<file path="config.mk">
export PLATFORM = sky130hd
export DESIGN_NAME = tlb_assoc
export DESIGN_NICKNAME = d
export VERILOG_FILES = /design/src/rtl/tlb_assoc.sv
export SDC_FILE = /design/constraint.sdc
export NUM_CORES = 2
export LEC_CHECK = 0
export CAP_MARGIN = 5
export CORE_ASPECT_RATIO = 0.7
export CORE_MARGIN = 2
export CORE_UTILIZATION = 50
export DETAILED_ROUTE_END_ITERATION = 10
export DONT_BUFFER_PORTS = 1
export PLACE_DENSITY_LB_ADDON = 0.12
export SYNTH_ARGS = -nofsm -noshare
export SYNTH_HDL_FRONTEND = slang
export SYNTH_SLANG_ARGS = --single-unit
</file>
<file path="constraint.sdc">
create_clock -name clk -period 8.26 [get_ports clk]
set_input_delay 2.065 -clock clk [delete_from_list [all_inputs] [get_ports clk]]
set_output_delay 2.065 -clock clk [all_outputs]
set_load 0.03 [all_outputs]
</file>
<file path="src/rtl/tlb_assoc.sv">
// tlb_assoc: fully associative ASID-tagged TLB with permissions, registered lookup, refill and selective flush
module tlb_assoc #(
    parameter int N_ENTRIES  = 16,
    parameter int VA_WIDTH   = 32,
    parameter int PA_WIDTH   = 34,
    parameter int PAGE_BITS  = 12,
    parameter int ASID_WIDTH = 9
) (
    input  logic                          clk,
    input  logic                          rst,
    input  logic                          i_req_valid,
    input  logic [VA_WIDTH-1:0]           i_req_vaddr,
    input  logic [ASID_WIDTH-1:0]         i_req_asid,
    input  logic [1:0]                    i_req_acc,
    input  logic                          i_req_user,
    output logic                          o_resp_valid,
    output logic                          o_resp_hit,
    output logic                          o_resp_miss,
    output logic                          o_resp_fault,
    output logic [PA_WIDTH-1:0]           o_resp_paddr,
    input  logic                          i_fill_valid,
    input  logic [VA_WIDTH-PAGE_BITS-1:0] i_fill_vpn,
    input  logic [PA_WIDTH-PAGE_BITS-1:0] i_fill_ppn,
    input  logic [ASID_WIDTH-1:0]         i_fill_asid,
    input  logic [4:0]                    i_fill_perm,
    input  logic                          i_flush_all,
    input  logic                          i_flush_asid,
    input  logic [ASID_WIDTH-1:0]         i_flush_asid_val
);
    localparam int VPN_W = VA_WIDTH - PAGE_BITS;
    localparam int PPN_W = PA_WIDTH - PAGE_BITS;
    localparam int IDX_W = $clog2(N_ENTRIES);

    logic [N_ENTRIES-1:0]  valid, post_valid;
    logic [VPN_W-1:0]      vpn  [N_ENTRIES];
    logic [PPN_W-1:0]      ppn  [N_ENTRIES];
    logic [ASID_WIDTH-1:0] asid [N_ENTRIES];
    logic [4:0]            perm [N_ENTRIES];
    logic [IDX_W-1:0]      victim, fill_idx;
    logic                  hit_any, allowed, same_found, free_found;
    logic [PPN_W-1:0]      hit_ppn;
    logic [4:0]            hit_perm;

    // Match against pre-update contents; fills keep matches one-hot so OR-merging is exact
    always_comb begin
        hit_any  = 1'b0;
        hit_ppn  = '0;
        hit_perm = '0;
        for (int i = 0; i < N_ENTRIES; i++)
            if (valid[i] && vpn[i] == i_req_vaddr[VA_WIDTH-1:PAGE_BITS] && (perm[i][4] || asid[i] == i_req_asid)) begin
                hit_any  = 1'b1;
                hit_ppn  = hit_ppn | ppn[i];
                hit_perm = hit_perm | perm[i];
            end
        allowed = (i_req_acc == 2'b01 ? hit_perm[1] : i_req_acc == 2'b10 ? hit_perm[2] : hit_perm[0])
                  && (!i_req_user || hit_perm[3]);
    end

    // Apply flushes first, then pick the fill slot: same translation, else lowest free, else victim
    always_comb begin
        same_found = 1'b0;
        free_found = 1'b0;
        fill_idx   = victim;
        for (int i = 0; i < N_ENTRIES; i++)
            post_valid[i] = valid[i] && !i_flush_all && !(i_flush_asid && !perm[i][4] && asid[i] == i_flush_asid_val);
        for (int i = N_ENTRIES - 1; i >= 0; i--)
            if (!post_valid[i]) begin
                free_found = 1'b1;
                fill_idx   = IDX_W'(i);
            end
        for (int i = N_ENTRIES - 1; i >= 0; i--)
            if (post_valid[i] && vpn[i] == i_fill_vpn && (asid[i] == i_fill_asid || perm[i][4] || i_fill_perm[4])) begin
                same_found = 1'b1;
                fill_idx   = IDX_W'(i);
            end
    end

    // Valid bits and round-robin victim pointer, which only moves when a valid entry is evicted
    always_ff @(posedge clk or posedge rst) begin
        if (rst) begin
            valid  <= '0;
            victim <= '0;
        end else begin
            valid <= post_valid;
            if (i_fill_valid)
                valid[fill_idx] <= 1'b1;
            victim <= i_flush_all ? '0 : (i_fill_valid && !same_found && !free_found) ? victim + 1'b1 : victim;
        end
    end

    // Entry payload needs no reset since valid gates every use
    always_ff @(posedge clk) begin
        if (i_fill_valid) begin
            vpn[fill_idx]  <= i_fill_vpn;
            ppn[fill_idx]  <= i_fill_ppn;
            asid[fill_idx] <= i_fill_asid;
            perm[fill_idx] <= i_fill_perm;
        end
    end

    // Registered response, all-zero when no request was presented
    always_ff @(posedge clk or posedge rst) begin
        if (rst) begin
            o_resp_valid <= 1'b0;
            o_resp_hit   <= 1'b0;
            o_resp_miss  <= 1'b0;
            o_resp_fault <= 1'b0;
            o_resp_paddr <= '0;
        end else begin
            o_resp_valid <= i_req_valid;
            o_resp_hit   <= i_req_valid && hit_any && allowed;
            o_resp_miss  <= i_req_valid && !hit_any;
            o_resp_fault <= i_req_valid && hit_any && !allowed;
            o_resp_paddr <= (i_req_valid && hit_any && allowed) ? {hit_ppn, i_req_vaddr[PAGE_BITS-1:0]} : '0;
        end
    end
endmodule

</file>
==> impl_metrics.csv <==
group,metric,value,unit
min_path,holdCritPathClass,"reg2reg",
placed_design,place_inst,4113,
clock_tree,clock-root-buffer,"clkbuf_16",
setup_path,path_class,"in2reg",
synth,ys_top_cells_by_area,"edfxtp_1, xor2_1, xnor2_1",
power,ir_drop,0.000177,V
drt,remaining_drc_errors,0,
synth,synth_nets,3192,
synth,avgSynthCellArea,14.7,um2
floorplanning,coreArea,0.0897,mm2
clock_tree,h-tree-depth,3,
timing,tns,0,ns
setup_path,path_buf_inv,1,
clock_tree,cts_buffers,93,
synth,ys_seq_elements,954,
timing,max_freq,167,MHz
timing,whs,0.565,ns
synth,yosysWarnings,0,
timing,maxSlewHeadroom,18.6,%
placed_design,place_ws,1.63,ns
synth,yosysTopAreaCell,"edfxtp_1",
clock_tree,cts_setup_buffers,0,
clock_tree,cts_tree,"done",
global_routing,grt_pass1_wl,200000,um
floorplanning,io_pins,153,
timing,finalClockSkew,0.0278,ns
setup_path,worstRegToRegCells,11,
global_routing,grt_usage,30.4,%
floorplanning,fp.dieArea,0.0927,mm2
timing,fin_crit,5.97,ns
timing,hold_viol_final,0,
floorplanning,num_rows,92,
timing,setup_slack,2.29,ns
placed_design,dpl.hpwl,84200,um
floorplanning,start_util,50.3,%
synth,synthCells,3076,
global_routing,grt_pass1_vias,26700,
synth,syn_area,0.0451,mm2
setup_path,start_kind,"input pin",
synth,synth_top_area_share,59.6,%
setup_path,cp.depth,11,
drt,drt-initial-drc-count,3881,
synth,synth_top_family_by_area,"XOR/XNOR gates",
clock_tree,clock-sinks,954,
drt,routedWlPerCell,33.2,um
setup_path,r2r_setup_slack,3.21,ns
floorplanning,die_h,255,um
global_routing,grt_max_degree,59,
synth,synth_mux_area_share,0.0222,%
final_layout,areaGrowthSynthToFinish,8.60,%
synth,synthFlopType,"edfxtp_1",
clock_tree,clkTransAtPathRegs,0.07,ns
setup_path,path_cells,"xnor2_1 > nand4_1 > o31ai_1 > o311ai_0 > a211oi_1 > o21ai_1 > a211oi_2 > o21a_2 > nand2_2 > nor2_4 > buf_12",
setup_path,setup.worst_path.end_class,"register",
drt,first_pass_iters,6,
drt,vias_per_cell,6.38,
setup_path,critical_path.reg2reg.endpoint,"ppn[2][7]$_DFFE_PP_",
timing,drv_slew,0,
min_path,min_from,"ppn[5][8]$_DFFE_PP_",
synth,synthXorXnorAreaFrac,20.9,%
placed_design,portBuffers,0,
synth,synth_compound_area_share,5.81,%
setup_path,crit_fanout,31,
min_path,hold_end,"o_resp_paddr[20]$_DFF_PP0_",
outcome,status,"finished, final reports clean",
drt,postRouteAntennaNets,0,
timing,grt_setup_unrepaired,"no",
clock_tree,ctsResizeCount,0,
synth,synthAdderAreaFrac,0.0277,%
final_layout,instances_no_fill,4291,
setup_path,cp_top_family,"compound AO/OA/AOI/OAI gates",
synth,synth.distinct_cells,82,
setup_path,critPathMaxStageDelay,1.00,ns
timing,worstMarginPinSlew,1.21,ns
clock_tree,clock_latency,0.71,ns
placed_design,gp_congestion,0.901,
setup_path,rr_startpoint,"asid[15][6]$_DFFE_PP_",
global_routing,antenna_found_initial,3,
final_layout,final_util,54.6,%
final_layout,final_cell_mix,"edfxtp_1, xor2_1, xnor2_1",
power,p_leak,16.0,nW
synth,yosys.area_share.simple,7.14,%
min_path,hold_depth,2,
synth,yosysSeqAreaShare,62.9,%
job,maxCapViolations,0,
clock_tree,hold_buffers,0,
final_layout,fin_nets,3150,
clock_tree,clock_path_buffers,3,
final_layout,final_common_cell,"edfxtp_1",
final_layout,final_layout_size_suffix_gt1_share,8.44,%
setup_path,worst_ep_arrival_time,6.36,ns
setup_path,required,8.65,ns
drt,vias,27400,
timing,setup_violations,0,
synth,synth_edf_count,896,
timing,fin_crit_sh,72.3,%
drt,routed_wl,142000,um
global_routing,grt.overflow.total,0,
setup_path,critical_path.slowest_cell,"o31ai_1",
floorplanning,die-width,363,um
synth,async_flop_share,6.08,%
power,cellPowerDensity,207,mW/mm2
[layer usage]
layer	vias to the layer above	wire length, um	GRT usage (%)
li1	11500	-	-
met5	-	14	0
met4	2	3650	8.05
met3	254	16900	9.60
met2	1625	60300	42.6
met1	14000	61600	45.5
[layout make-up]
class	count	area, um2
repair buffers	44	434
flip-flops and latches	954	28400
inverters	24	90.1
multi-input cells	1917	15400
well taps	1175	1470
clock buffers	114	2490
diodes	1	2.50
clock inverters	62	697
fillers	7137	40700
[registers in the layout, summed over array words and instances (netlist names)]
signal        cells
perm             80
victim            4
o_resp_valid      1
o_resp_paddr     34
vpn             320
ppn             352
o_resp_miss       1
asid            144
o_resp_hit        1
valid            16
o_resp_fault      1
[synthesized netlist by cell type (30+ instances only)]
master	number
nor4_1	168
nor3_1	49
xnor2_1	305
buf_2	43
dfrtp_1	58
a222oi_1	53
buf_6	55
a22o_1	40
nor2_1	55
clkbuf_1	35
xor2_1	770
nand2_1	61
buf_4	38
a221oi_1	60
nand4_1	84
nand3_1	30
edfxtp_1	896
[through the flow]
| stage | area, um2 | total power, mW |
|---|---|---|
| 6_report | 49000 | 10.2 |
| 5_1_grt | 49000 | 10.4 |
| 4_1_cts | 49000 | 10.2 |
| 3_5_place_dp | 45800 | 5.80 |
| 3_3_place_gp | 45800 | 5.80 |
| 2_1_floorplan | 45100 | 5.87 |
[worst min-delay path, stage by stage (launching register included)]
cell      delay (ns)
edfxtp_1        0.32
a221oi_1        0.09
a31oi_1         0.12
[how the worst max path moves through the flow]
stage	start	to
floorplan	i_fill_vpn[7]	asid[9][0]$_DFFE_PP_
global placement	i_flush_asid_val[7]	ppn[2][9]$_DFFE_PP_
detailed placement	i_flush_asid_val[6]	ppn[2][11]$_DFFE_PP_
CTS	i_flush_asid_val[6]	ppn[2][4]$_DFFE_PP_
global route	i_flush_asid_val[8]	ppn[2][1]$_DFFE_PP_
finish	i_flush_asid_val[6]	ppn[2][7]$_DFFE_PP_
[logic make-up after synthesis]
group                    count (synthesis)
AO/OA/AOI/OAI                          298
XOR/XNOR                              1075
adder cells (fa/ha/maj)                  1
buffers and inverters                  205
flip-flops                             954
multiplexers                             1
AND/OR/NAND/NOR                        542
[power by group]
| group | internal (mW) | switching, mW |
|---|---|---|
| clock network | 2.51 | 1.94 |
| registers | 5.33 | 0.0261 |
| logic | 0.172 | 0.171 |
| total | 8.02 | 2.14 |
Power figures use the tool's default switching activity.
